===== src/rtl/fxp_div_pkg.sv =====
// Shared types and elaboration-time helpers for the iterative fixed-point divider.
// Optional fast path in the top is controlled by the FXP_DIV_FASTPATH_EN macro.
package fxp_div_pkg;

    typedef enum logic [2:0] {
        S_IDLE   = 3'd0,
        S_LOAD   = 3'd1,
        S_CALC   = 3'd2,
        S_FINISH = 3'd3,
        S_DONE   = 3'd4
    } state_t;

    // Iterations needed to resolve all quotient bits plus the guard bit.
    function automatic int calc_iters(input int woi, input int wof, input int steps);
        return (woi + wof + 1 + steps - 1) / steps;
    endfunction

    // Left shift of |A| that scales the integer quotient to WOF fraction bits.
    function automatic int align_shift(input int wof, input int wifb, input int wifa);
        return wof + wifb - wifa;
    endfunction

endpackage


===== src/rtl/fxp_div_step.sv =====
// One combinational restoring-division step: shift in one numerator bit, try to subtract.
// The incoming remainder is always below the divisor, so DW bits hold every result.
module fxp_div_step #(
    parameter int DW = 16
) (
    input  logic [DW-1:0] i_rem,
    input  logic          i_nbit,
    input  logic [DW-1:0] i_div,
    output logic [DW-1:0] o_rem,
    output logic          o_qbit
);

    logic [DW:0]   w_sh;
    logic [DW-1:0] w_sub;

    assign w_sh   = {i_rem, i_nbit};
    assign o_qbit = (w_sh >= {1'b0, i_div});
    assign w_sub  = w_sh[DW-1:0] - i_div;
    assign o_rem  = o_qbit ? w_sub : w_sh[DW-1:0];

endmodule


===== src/rtl/fxp_div_iter.sv =====
// Iterative signed fixed-point divider, STEPS quotient bits per cycle, with saturation.
// Define FXP_DIV_FASTPATH_EN to let zero dividends/divisors skip the iteration phase.
module fxp_div_iter
    import fxp_div_pkg::*;
#(
    parameter int WIIA  = 8,
    parameter int WIFA  = 8,
    parameter int WIIB  = 8,
    parameter int WIFB  = 8,
    parameter int WOI   = 8,
    parameter int WOF   = 8,
    parameter int ROUND = 1,
    parameter int STEPS = 1
) (
    input  logic                 clk,
    input  logic                 rst,
    input  logic                 in_valid,
    output logic                 in_ready,
    input  logic [WIIA+WIFA-1:0] dividend,
    input  logic [WIIB+WIFB-1:0] divisor,
    output logic                 out_valid,
    input  logic                 out_ready,
    output logic [WOI+WOF-1:0]   out,
    output logic                 overflow,
    output logic                 div_by_zero,
    output logic [2:0]           dbg_state
);

    // Handshakes: a transfer happens on a rising edge where valid and ready are both
    // high; valid never depends on ready, and out/flags hold while out_valid waits.

    localparam int WA   = WIIA + WIFA;
    localparam int WB   = WIIB + WIFB;
    localparam int WO   = WOI + WOF;
    localparam int N    = calc_iters(WOI, WOF, STEPS);
    localparam int NQ   = N * STEPS;
    localparam int T    = align_shift(WOF, WIFB, WIFA) + 1;
    localparam int TP   = (T > 0) ? T : 0;
    localparam int TN   = (T < 0) ? -T : 0;
    localparam int NUMW = WA + TP;
    localparam int DW   = WB + TN;
    localparam int CW   = (NUMW > DW) ? NUMW : DW;
    localparam int CNTW = $clog2(N + 1);

    localparam logic [NQ-1:0] LIM_P = NQ'((1 << (WO - 1)) - 1);
    localparam logic [NQ-1:0] LIM_N = NQ'(1 << (WO - 1));
    localparam logic [WO-1:0] MAX_P = {1'b0, {(WO-1){1'b1}}};
    localparam logic [WO-1:0] MIN_N = {1'b1, {(WO-1){1'b0}}};

    state_t          r_state;
    logic            r_in_ready;
    logic            r_out_valid;
    logic [WO-1:0]   r_out;
    logic            r_ovf;
    logic            r_dz;
    logic [WA-1:0]   r_a;
    logic [WB-1:0]   r_b;
    logic            r_sign;
    logic            r_pre_ovf;
    logic [DW-1:0]   r_rem;
    logic [NQ-1:0]   r_nq;
    logic [CNTW-1:0] r_cnt;

    logic [WA-1:0]      w_abs_a;
    logic [WB-1:0]      w_abs_b;
    logic [NUMW-1:0]    w_num;
    logic [DW-1:0]      w_d;
    logic [NQ+NUMW-1:0] w_num_ext;
    logic [CW-1:0]      w_hi_c;
    logic [CW-1:0]      w_d_c;
    logic               w_pre_ovf;

    // Unsigned negation keeps the most negative input exact at full width.
    assign w_abs_a   = r_a[WA-1] ? -r_a : r_a;
    assign w_abs_b   = r_b[WB-1] ? -r_b : r_b;
    assign w_num     = NUMW'(w_abs_a) << TP;
    assign w_d       = DW'(w_abs_b) << TN;
    assign w_num_ext = {{NQ{1'b0}}, w_num};
    assign w_hi_c    = CW'(w_num_ext[NQ+NUMW-1:NQ]);
    assign w_d_c     = CW'(w_d);
    // Bits above the NQ iterated positions already reach the divisor: quotient too large.
    assign w_pre_ovf = (w_hi_c >= w_d_c);

    logic [DW-1:0]    w_rem [0:STEPS];
    logic [NQ-1:0]    w_nq  [0:STEPS];
    logic [STEPS-1:0] w_qb;

    assign w_rem[0] = r_rem;
    assign w_nq[0]  = r_nq;

    // Numerator bits leave the top of w_nq while quotient bits enter at the bottom.
    for (genvar gi = 0; gi < STEPS; gi++) begin : g_step
        fxp_div_step #(.DW(DW)) u_step (
            .i_rem  (w_rem[gi]),
            .i_nbit (w_nq[gi][NQ-1]),
            .i_div  (w_d),
            .o_rem  (w_rem[gi+1]),
            .o_qbit (w_qb[gi])
        );
        assign w_nq[gi+1] = {w_nq[gi][NQ-2:0], w_qb[gi]};
    end

    logic [NQ-1:0] w_mag;
    logic          w_sat;
    logic          w_dz;
    logic [WO-1:0] w_res;
    logic          w_res_ovf;

    assign w_mag = (ROUND != 0) ? ((r_nq >> 1) + NQ'(r_nq[0])) : (r_nq >> 1);
    assign w_sat = r_pre_ovf || (w_mag > (r_sign ? LIM_N : LIM_P));
    assign w_dz  = (r_b == '0);

    always_comb begin
        w_res     = '0;
        w_res_ovf = 1'b0;
        if (w_dz) begin
            w_res     = r_a[WA-1] ? MIN_N : MAX_P;
            w_res_ovf = 1'b1;
        end else if (w_sat) begin
            w_res     = r_sign ? MIN_N : MAX_P;
            w_res_ovf = 1'b1;
        end else begin
            w_res = r_sign ? -w_mag[WO-1:0] : w_mag[WO-1:0];
        end
    end

    always_ff @(posedge clk) begin
        if (rst) begin
            r_state     <= S_IDLE;
            r_in_ready  <= 1'b1;
            r_out_valid <= 1'b0;
            r_out       <= '0;
            r_ovf       <= 1'b0;
            r_dz        <= 1'b0;
            r_a         <= '0;
            r_b         <= '0;
            r_sign      <= 1'b0;
            r_pre_ovf   <= 1'b0;
            r_rem       <= '0;
            r_nq        <= '0;
            r_cnt       <= '0;
        end else begin
            case (r_state)
                S_IDLE: begin
                    if (in_valid) begin
                        r_a        <= dividend;
                        r_b        <= divisor;
                        r_in_ready <= 1'b0;
                        r_state    <= S_LOAD;
                    end
                end
                S_LOAD: begin
                    r_sign    <= r_a[WA-1] ^ r_b[WB-1];
                    r_pre_ovf <= w_pre_ovf;
                    r_rem     <= w_hi_c[DW-1:0];
                    r_nq      <= w_num_ext[NQ-1:0];
                    r_cnt     <= CNTW'(N);
`ifdef FXP_DIV_FASTPATH_EN
                    r_state   <= ((r_a == '0) || (r_b == '0)) ? S_FINISH : S_CALC;
`else
                    r_state   <= S_CALC;
`endif
                end
                S_CALC: begin
                    r_rem <= w_rem[STEPS];
                    r_nq  <= w_nq[STEPS];
                    r_cnt <= r_cnt - CNTW'(1);
                    if (r_cnt == CNTW'(1)) begin
                        r_state <= S_FINISH;
                    end
                end
                S_FINISH: begin
                    r_out       <= w_res;
                    r_ovf       <= w_res_ovf;
                    r_dz        <= w_dz;
                    r_out_valid <= 1'b1;
                    r_state     <= S_DONE;
                end
                S_DONE: begin
                    if (out_ready) begin
                        r_out_valid <= 1'b0;
                        r_in_ready  <= 1'b1;
                        r_state     <= S_IDLE;
                    end
                end
                default: begin
                    r_state    <= S_IDLE;
                    r_in_ready <= 1'b1;
                end
            endcase
        end
    end

    assign in_ready    = r_in_ready;
    assign out_valid   = r_out_valid;
    assign out         = r_out;
    assign overflow    = r_ovf;
    assign div_by_zero = r_dz;
    assign dbg_state   = r_state;

endmodule

===== config.mk =====
export PLATFORM = sky130hd
export DESIGN_NAME = fxp_div_iter
export DESIGN_NICKNAME = d
export VERILOG_FILES = /design/src/rtl/fxp_div_pkg.sv /design/src/rtl/fxp_div_step.sv /design/src/rtl/fxp_div_iter.sv
export SDC_FILE = /design/constraint.sdc
export NUM_CORES = 1
export LEC_CHECK = 0
export CAP_MARGIN = 20
export CORE_ASPECT_RATIO = 2
export CORE_UTILIZATION = 40
export CTS_CLUSTER_SIZE = 10
export DETAILED_ROUTE_END_ITERATION = 16
export PLACE_DENSITY_LB_ADDON = 0.3
export SYNTH_ARGS = -nofsm -noshare
export SYNTH_HDL_FRONTEND = slang
export SYNTH_SLANG_ARGS = --single-unit

===== constraint.sdc =====
create_clock -name clk -period 9.3 [get_ports clk]
set_clock_uncertainty 0.15 [all_clocks]
set_input_delay 1.395 -clock clk [delete_from_list [all_inputs] [get_ports clk]]
set_output_delay 1.395 -clock clk [all_outputs]
set_load 0.05 [all_outputs]

# Word-level counts from Yosys, hierarchy flattened
# Index checks and enable logic that the tools add are counted.
# Widths: inputs -> output; s select.
[op_classes] add_sub_neg=6 n_lt_le_gt_ge=3 n_eq_ne=8 muxes=23 bitwise=2 n_reduce_logical=10
[ops] operator="$mux 16" n=9
[ops] operator="$neg 16->16" n=3
[ops] operator="$pmux 17 s2" n=1
[ops] operator="$pmux 16 s2" n=1
[ops] operator="$add 16x1->17" n=1
[ops] operator="$ge 17x16->1" n=1
[ops] operator="$gt 17x16->1" n=1
[ops] operator="$ge 8x16->1" n=1
[ops] operator="$logic_not 16->1" n=1
[ops] operator="$sub 16x16->16" n=1
[ops] operator="$pmux 3 s5" n=1
[ops] operator="$pmux 5 s2" n=1
[ops] operator="$mux 3" n=3
[ops] operator="$eq 3x2->1 const B" n=2
[ops] operator="$ne 2x2->1 const B" n=3
[ops] operator="$reduce_and 3->1" n=2
[ops] operator="$eq 5x1->1 const B" n=1
[ops] operator="$mux 1" n=5
[ops] operator="$sub 5x1->5 const B" n=1
[ops] operator="$reduce_and 2->1" n=2
[ops] operator="$reduce_bool 2->1" n=2
[ops] operator="$eq 3x1->1 const B" n=1
[ops] operator="$eq 3x3->1 const B" n=1
[ops] operator="$logic_not 3->1" n=1
[ops] operator="other kinds (6)" n=6
[word_totals] register_bits=95 inputBits=36 output_inout_bits=23 wordCells=65

# Logic depth before layout (Yosys ltp)
# Gate-level depths: netlist of run 1.
[logic_depth] word_depth=5 ltp_mapped=17 ltp_nobuf=16

# By module
# Synthesis of run 1 repeated with hierarchy kept, for this count alone.
[hier_totals] cells_unflattened=899 area_unflattened_um2=6849.1
[modules_own_cells] module="fxp_div_iter" instances=1 cells_per_inst=743 area_each_um2=5684.2 seq_area_each_um2=1901.8
[modules_own_cells] module="fxp_div_step" instances=1 cells_per_inst=156 area_each_um2=1164.9 seq_area_each_um2=0.0

# Least setup slack after synthesis of run 1
# No wires, ideal clock.
[synth_timing] path_type="register -> register" start="register r_nq[0]" end="register r_out[15] (netlist: out[15])" setup_time_ns=0.118 arrival_time_ns=3.617 required_ns=9.032 path_slack_ns=5.416 stages_incl_launch_ff=16 n_path_buf=0 period_less_slack_ns=3.884 cell_sequence="dfxtp_1 -> ha_1 -> ha_1 -> nand3_1 -> nor2_1 -> and4_1 -> xor2_1 -> ha_1 -> a21o_1 -> a21o_1 -> a21o_1 -> a21o_1 -> a2111o_1 -> a21oi_2 -> or4b_1 -> o2111a_1"
[synth_via] elab_chain_len=5 elab_cells_between_ends=7 cone_classes="add/sub (2); order compare (1); mux (3); reduce/logical (1)"
[synth_rtl] element="start: declaration" line_no="fxp_div_iter.sv:61" text="logic [NQ-1:0] r_nq;"
[synth_rtl] element="start signal: assignment" line_no="fxp_div_iter.sv:156" text="r_nq <= w_num_ext[NQ-1:0];"
[synth_rtl] element="start signal: assignment" line_no="fxp_div_iter.sv:166" text="r_nq <= w_nq[STEPS];"
[synth_rtl] element="$add 16x1->17 (*)" line_no="fxp_div_iter.sv:109" text="assign w_mag = (ROUND != 0) ? ((r_nq >> 1) + NQ'(r_nq[0])) : (r_nq >> 1);"
[synth_rtl] element="$neg 16->16 / $gt 17x16->1 (equally long branches)" line_no="fxp_div_iter.sv:123, fxp_div_iter.sv:110"
[synth_rtl] element="$mux 16 / $logic_or 1x1->1 (equally long branches)" line_no="fxp_div_iter.sv:123, fxp_div_iter.sv:110"
[synth_rtl] element="$mux 16 (*)" line_no="fxp_div_iter.sv:119" text="end else if (w_sat) begin"
[synth_rtl] element="$mux 16 (*)" line_no="fxp_div_iter.sv:116" text="if (w_dz) begin"
[synth_rtl] element="end signal: assignment" line_no="fxp_div_iter.sv:173" text="r_out <= w_res;"
[synth_rtl] element="end: declaration" line_no="fxp_div_iter.sv:53" text="logic [WO-1:0] r_out;"
# Mark *: on every way between the ends. The rest lies on a longest branch, timed or not.
# A chain may end at the register's enable or synchronous reset.

# Final worst setup path of run 1
# Same ends and word-level chain as after synthesis.

==> results of run 1 <==
-- sequential cells by signal, summed over array words and instances (netlist names) --
signal and count:
r_b 16, div_by_zero 1, dbg_state 3, r_pre_ovf 1, out_valid 1, out 16
r_cnt 5, r_sign 1, r_a 16, in_ready 1, r_rem 16, overflow 1
r_nq 17
-- layer usage --
layer  GRT usage  part of all wire  wire length, um
met1      0.2050              0.35             6507
met2      0.4353              0.55            10110
met3     0.02902             0.024              444
met4      0.1969             0.080             1483
met5           0                 0                0
-- metrics by stage --
| step | cell area, sq um | worst slack (ns) |
|---|---|---|
| global route | 7482 | 4.392 |
| CTS | 7482 | 4.670 |
| global placement | 7204 | 4.774 |
| finish | 7482 | 4.669 |
| floorplan | 6553 | 5.416 |
| detailed placement | 7204 | 4.678 |
-- logic make-up (layout without fill, tap and decap cells) --
logic type / count (synthesis) / in the layout / share of synthesized area
adder cells (fa/ha/maj): 51 / 51 / 0.09757
multiplexers: 1 / 1 / 0.001528
flip-flops: 95 / 95 / 0.2902
AO/OA/AOI/OAI: 210 / 210 / 0.2242
XOR/XNOR: 67 / 67 / 0.09165
AND/OR/NAND/NOR: 336 / 336 / 0.2444
buffers and inverters: 73 / 107 / 0.05041
-- layout by cell type (no fill, tap or decap), types with 16 or more instances in the layout --
master	count
a211oi_1	19
a21oi_1	62
a22oi_1	20
clkdlybuf4s50_1	57
dfxtp_1	95
ha_1	47
inv_1	25
nand2_1	144
nand3_1	28
nand4_1	16
nor2_1	62
nor3_1	19
o21ai_0	18
xnor2_1	42
xor2_1	24
-- worst max-delay path by stage --
stage          startpoint       to  slack (ns)
6_report          r_nq[0]  out[15]        4.67
5_1_grt           r_nq[1]  out[15]        4.39
4_1_cts           r_nq[0]  out[15]        4.67
3_5_place_dp      r_nq[0]  out[15]        4.68
3_3_place_gp      r_nq[0]  out[15]        4.77
2_1_floorplan     r_nq[0]  out[15]        5.42
-- power groups by stage --
stage | clock, mW | sequential (mW) | combinational, mW
floorplan | 0 | 0.478 | 0.358
detailed placement | 0 | 0.481 | 0.483
finish | 0.351 | 0.472 | 0.486
global placement | 0 | 0.481 | 0.481
global route | 0.375 | 0.477 | 0.534
CTS | 0.359 | 0.472 | 0.485
-- worst reg2reg max path, stage by stage, from the launching register on --
cell and delay [ns]:
dfxtp_1 0.35, ha_1 0.26, ha_1 0.20, nand3_1 0.12, nor2_1 0.26, and4_1 0.24, xor2_1 0.22, ha_1 0.29
a21o_1 0.16, a21o_1 0.17, a21o_1 0.17, a21o_1 0.20, a2111o_1 0.47, a21oi_2 0.55, a21o_1 0.50, o2111a_1 0.27
-- cell type report --
type                       count  area, sq um
sequential                    95         1902
clock inverter                 3        17.52
fill                        1635         8377
timing repair buffer          65        628.1
clock buffer                  13        260.3
multi-input combinational    665         4325
inverter                      26        97.59
tap                          201        251.5
==> metrics, run 1 <==
core area 15,860 sq um; Tcrit/Tclk final 0.4979; Post-synth EDFFs 0; worst hold slack 0.3198 ns; reg-to-reg endpoint out[15]; delay-heaviest family, CP compound AO/OA/AOI/OAI gates; vias in the first global route 5,954; fmax 216.0 MHz; postcts setup bufs 0; syn_nets 917; leakage 2.847 nW; reg2reg path depth 15; post-cts sizing count 0; DRT Pass-1 Iters 4; Clk network pwr share 0.268; Min-Delay Endpoint r_b[9]; Synth area leaders dfxtp_1, ha_1, nand2_1; power share of the combinational group 0.371; layout cells sized above 1 0.04960; diode count 0; Final ANT Viol Nets 0; Hold WC Path Type register to register; Mapped Avg Cell Area 7.866 sq um; worst r2r src r_nq[0]; Area Growth Syn to Fin 14.19%; # IOs 59; final core occ 0.4718; critical path, cell by cell ha_1, ha_1, nand3_1, nor2_1, and4_1, xor2_1, ha_1, a21o_1, a21o_1, a21o_1, a21o_1, a2111o_1, a21oi_2, a21o_1, o2111a_1; Critical Path Stages 15; status finished, final reports clean; Synth top area share 0.2902; Max H-tree Level 3; synth cell count leaders nand2_1, dfxtp_1, a21oi_1, nor2_1, ha_1; Critical Path RT 9.44 ns; routability cong. 0.9812; Worst Setup End Kind register; GR Overflow Total 0; first-pass GRT wire length 29.79 mm; CTS tree yes; DRC viols 0; PwrDens 175.0 nW/um^2; clock-pin transition on the worst setup and hold timing paths 0.07 ns; Bufs and invs on worst path 0; final setup violating endpoints 0; Max rail drop VDD 0.1140 mV; initial core utilization 0.4132; Buffers on Ports 58; Slew headroom 0.3384; post-synth cell types 76; antenna violations before repair 0; pin count of the biggest net entering global routing 88; startpoint types register; Max Cap Violations 0; HPWL Detailed 14.33 mm; Fin Setup TNS 0 ns; Starting DRT DRC Count 291; Post-Route WL 18.55 mm; hold path depth 2; final critical-path required period 4.631 ns; synthesized area 6553 sq um; hold buffer count at cts 0; switching share of total power 0.3779; die height 183.0 um; NumNets Final 946; clk_lat worst skew 0.35 ns; Int Pwr 0.8145 mW; ys async rst share 0; #FFs+latches synth 95; crit-path max FO 18; Setup Crit Path Kind register to register; total track usage 0.2285; Fin. Hold Viols 0; register share of total power 0.361; total die area 16,930 sq um; final non-filler cell total 1,068; DR vias/cell 5.719; Placed Cells 1,052; top-count cell post-synth nand2_1; Max stage delay on crit path 0.55 ns; die width 92.50 um; Crit path arrival time 4.77 ns; CTS buffer count 9; final slew viol count 0; clk root buf clkbuf_16; DR WL/cell 17.37 um; Final Power 1.309 mW; Hold Startpoint r_b[9]; Worst path slowest cell a21oi_2; row count 65; Main synth FF type dfxtp_1; Synth area leader dfxtp_1; Gate Count Post-Synth 833; crit-path most repeated cell a21o_1; worst-margin pin slew 0.9787 ns; Reg2Reg Setup Slack 4.67 ns; Switching Power 0.4948 mW; Yosys warnings 0; CTS sink cnt 95; clock tree buffer depth 2; register area share after synthesis 0.2902; RSZ-0062 raised after global routing false; vias 6,108
Note: power is estimated with default switching activity, not from simulation.
==> inputs of run 2 (changes only) <==
Clock period 9.3 ns to 3.95 ns, I/O delays scaled along.
==> run 2 against run 1 <==
  * Global-route usage up 0.65 points
  * Register-to-register slack worse by 4.5 ns
  * Non-clock buffer count grew 33
  * Via count up 3.1%
  * Power rose by 150%
  * Sequential cell count stayed put
  * Sequential share of layout area shrank 1.0 points
  * Cell area grew 4.2%
  * Wire length is 2.9% higher
  * Largest cell class unchanged
==> metrics, run 2 (same netlist as run 1, synthesis figures left out) <==
total die area 16,930 sq um; clk root buf clkbuf_16; worst-margin pin slew 0.8007 ns; Tcrit/Tclk final 0.9633; final core occ 0.4918; Int Pwr 2.015 mW; row count 65; Placed Cells 1,085; critical path, cell by cell ha_2, ha_1, nand3_1, nor2_2, and4_4, xor2_2, ha_1, a21o_1, a21o_1, a21o_1, a21o_1, a2111o_1, a21oi_2, or4b_1, o2111a_1; CTS sink cnt 95; crit-path max FO 3; clock tree buffer depth 2; DP Worst Slack 0.02463 ns; Fillers 1,629; final critical-path required period 3.805 ns; die width 92.50 um; Max H-tree Level 3; max reg flops 17; fmax 262.8 MHz; Final Worst Setup Slack 0.1449 ns; crit-path most repeated cell a21o_1; PwrDens 412.1 nW/um^2; Starting DRT DRC Count 234; DRT Pass-1 Iters 5; Critical Path RT 4.04 ns; leakage 3.028 nW; Final ANT Viol Nets 0; vias 6,297; status finished, final reports clean; switching share of total power 0.3731; delay-heaviest family, CP compound AO/OA/AOI/OAI gates; CTS buffer count 9; first-pass GRT wire length 30.68 mm; Switching Power 1.199 mW; commonest non-fill, non-tap cell in the layout nand2_1; power share of the combinational group 0.379; vias in the first global route 6,174; Max rail drop VDD 0.2653 mV; DRC viols 0; Area Growth Syn to Fin 19.04%; Max Cap Violations 0; GR Overflow Total 0; total track usage 0.2351; Buffers on Ports 58; worst hold slack 0.3188 ns; # IOs 59; Worst path slowest cell or4b_1; diode count 0; Worst Setup End Kind register; Bufs and invs on worst path 0; routability cong. 0.9752; Setup Crit Path Kind register to register; die height 183.0 um; DR WL/cell 17.34 um; register share of total power 0.344; final slew viol count 0; Hold WC Path Type register to register; Clk network pwr share 0.277; Crit path arrival time 3.90 ns; initial core utilization 0.4132; NumNets Final 979; Slew headroom 0.4621; CTS tree yes; hold buffer count at cts 0; most frequent cells in the layout nand2_1, dfxtp_1, a21oi_1; Max stage delay on crit path 0.46 ns; layout cells sized above 1 0.09667; DR vias/cell 5.719; RSZ-0062 raised after global routing true; final non-filler cell total 1,101; HPWL Detailed 14.99 mm; Reg with most FFs r_nq; Fin. Hold Viols 0; postcts setup bufs 0; pin count of the biggest net entering global routing 61; Post-Route WL 19.09 mm; startpoint types register; clock-pin transition on the worst setup and hold timing paths 0.07 ns; Fin Setup TNS 0 ns; clk_lat worst skew 0.35 ns; final setup violating endpoints 0; core area 15,860 sq um; antenna violations before repair 0
==> run 2: cell count changes in the layout (fill, tap and decap cells not counted), moves of 2 or more <==
cell,previous run,this run
buf_4,7,39
xor2_1,24,21
xor2_2,0,3
dfxtp_1,95,93
dfxtp_2,0,2
nor2_1,62,60
nor2_2,0,2
==> run 2: worst paths after layout <==
path         endpoint  slack (ns)     from  cells after the start
max           out[15]        0.14  r_nq[0]                     15
max reg2reg   out[15]        0.14  r_nq[0]                     15
min            r_b[9]        0.32   r_b[9]                      2
min reg2reg    r_b[9]        0.32   r_b[9]                      2
==> run 2: per-layer routing <==
layer / track usage / routed length [um] / vias to the layer above
met4: 0.1956 / 1542 / 0
met3: 0.02488 / 346 / 66
met5: 0 / 0 / -
li1: - / - / 3125
met1: 0.2101 / 6552 / 2963
met2: 0.4554 / 10650 / 143
==> run 2: power by group through the flow <==
stage	sequential (mW)	combinational [mW]	clock, mW
2_1_floorplan	1.12	0.844	0
3_3_place_gp	1.12	1.20	0
3_5_place_dp	1.12	1.21	0
4_1_cts	1.10	1.21	0.903
5_1_grt	1.11	1.33	0.943
6_report	1.10	1.22	0.891
==> run 2: worst reg2reg max path: stages, from the launching register on <==
cell and delay [ns]:
dfxtp_2 0.35, ha_2 0.19, ha_1 0.16, nand3_1 0.15
nor2_2 0.14, and4_4 0.24, xor2_2 0.18, ha_1 0.27
a21o_1 0.16, a21o_1 0.17, a21o_1 0.18, a21o_1 0.17
a2111o_1 0.42, a21oi_2 0.18, or4b_1 0.46, o2111a_1 0.15
==> run 2: repair_timing <==
item | in CTS | in global routing
setup endpoints to repair | 0 | 17
hold endpoints to repair | 0 | 0
gates resized for setup | 0 | 10
==> run 2: metrics by stage <==
| stage | power, mW | instance area (sq um) |
|---|---|---|
| floorplan | 1.968 | 6553 |
| global placement | 2.326 | 7465 |
| detailed placement | 2.332 | 7465 |
| CTS | 3.220 | 7764 |
| global route | 3.390 | 7800 |
| finish | 3.215 | 7800 |
==> run 2: final cells by class <==
type / count / area [sq um] / area share
Tap cell: 201 / 251.5 / 0.03224
Sequential cell: 95 / 1904 / 0.2441
Inverter: 26 / 97.59 / 0.01251
Clock inverter: 5 / 56.30 / 0.007218
Timing Repair Buffer: 98 / 888.4 / 0.1139
Clock buffer: 11 / 242.7 / 0.03112
Multi-Input combinational cell: 665 / 4359 / 0.5589
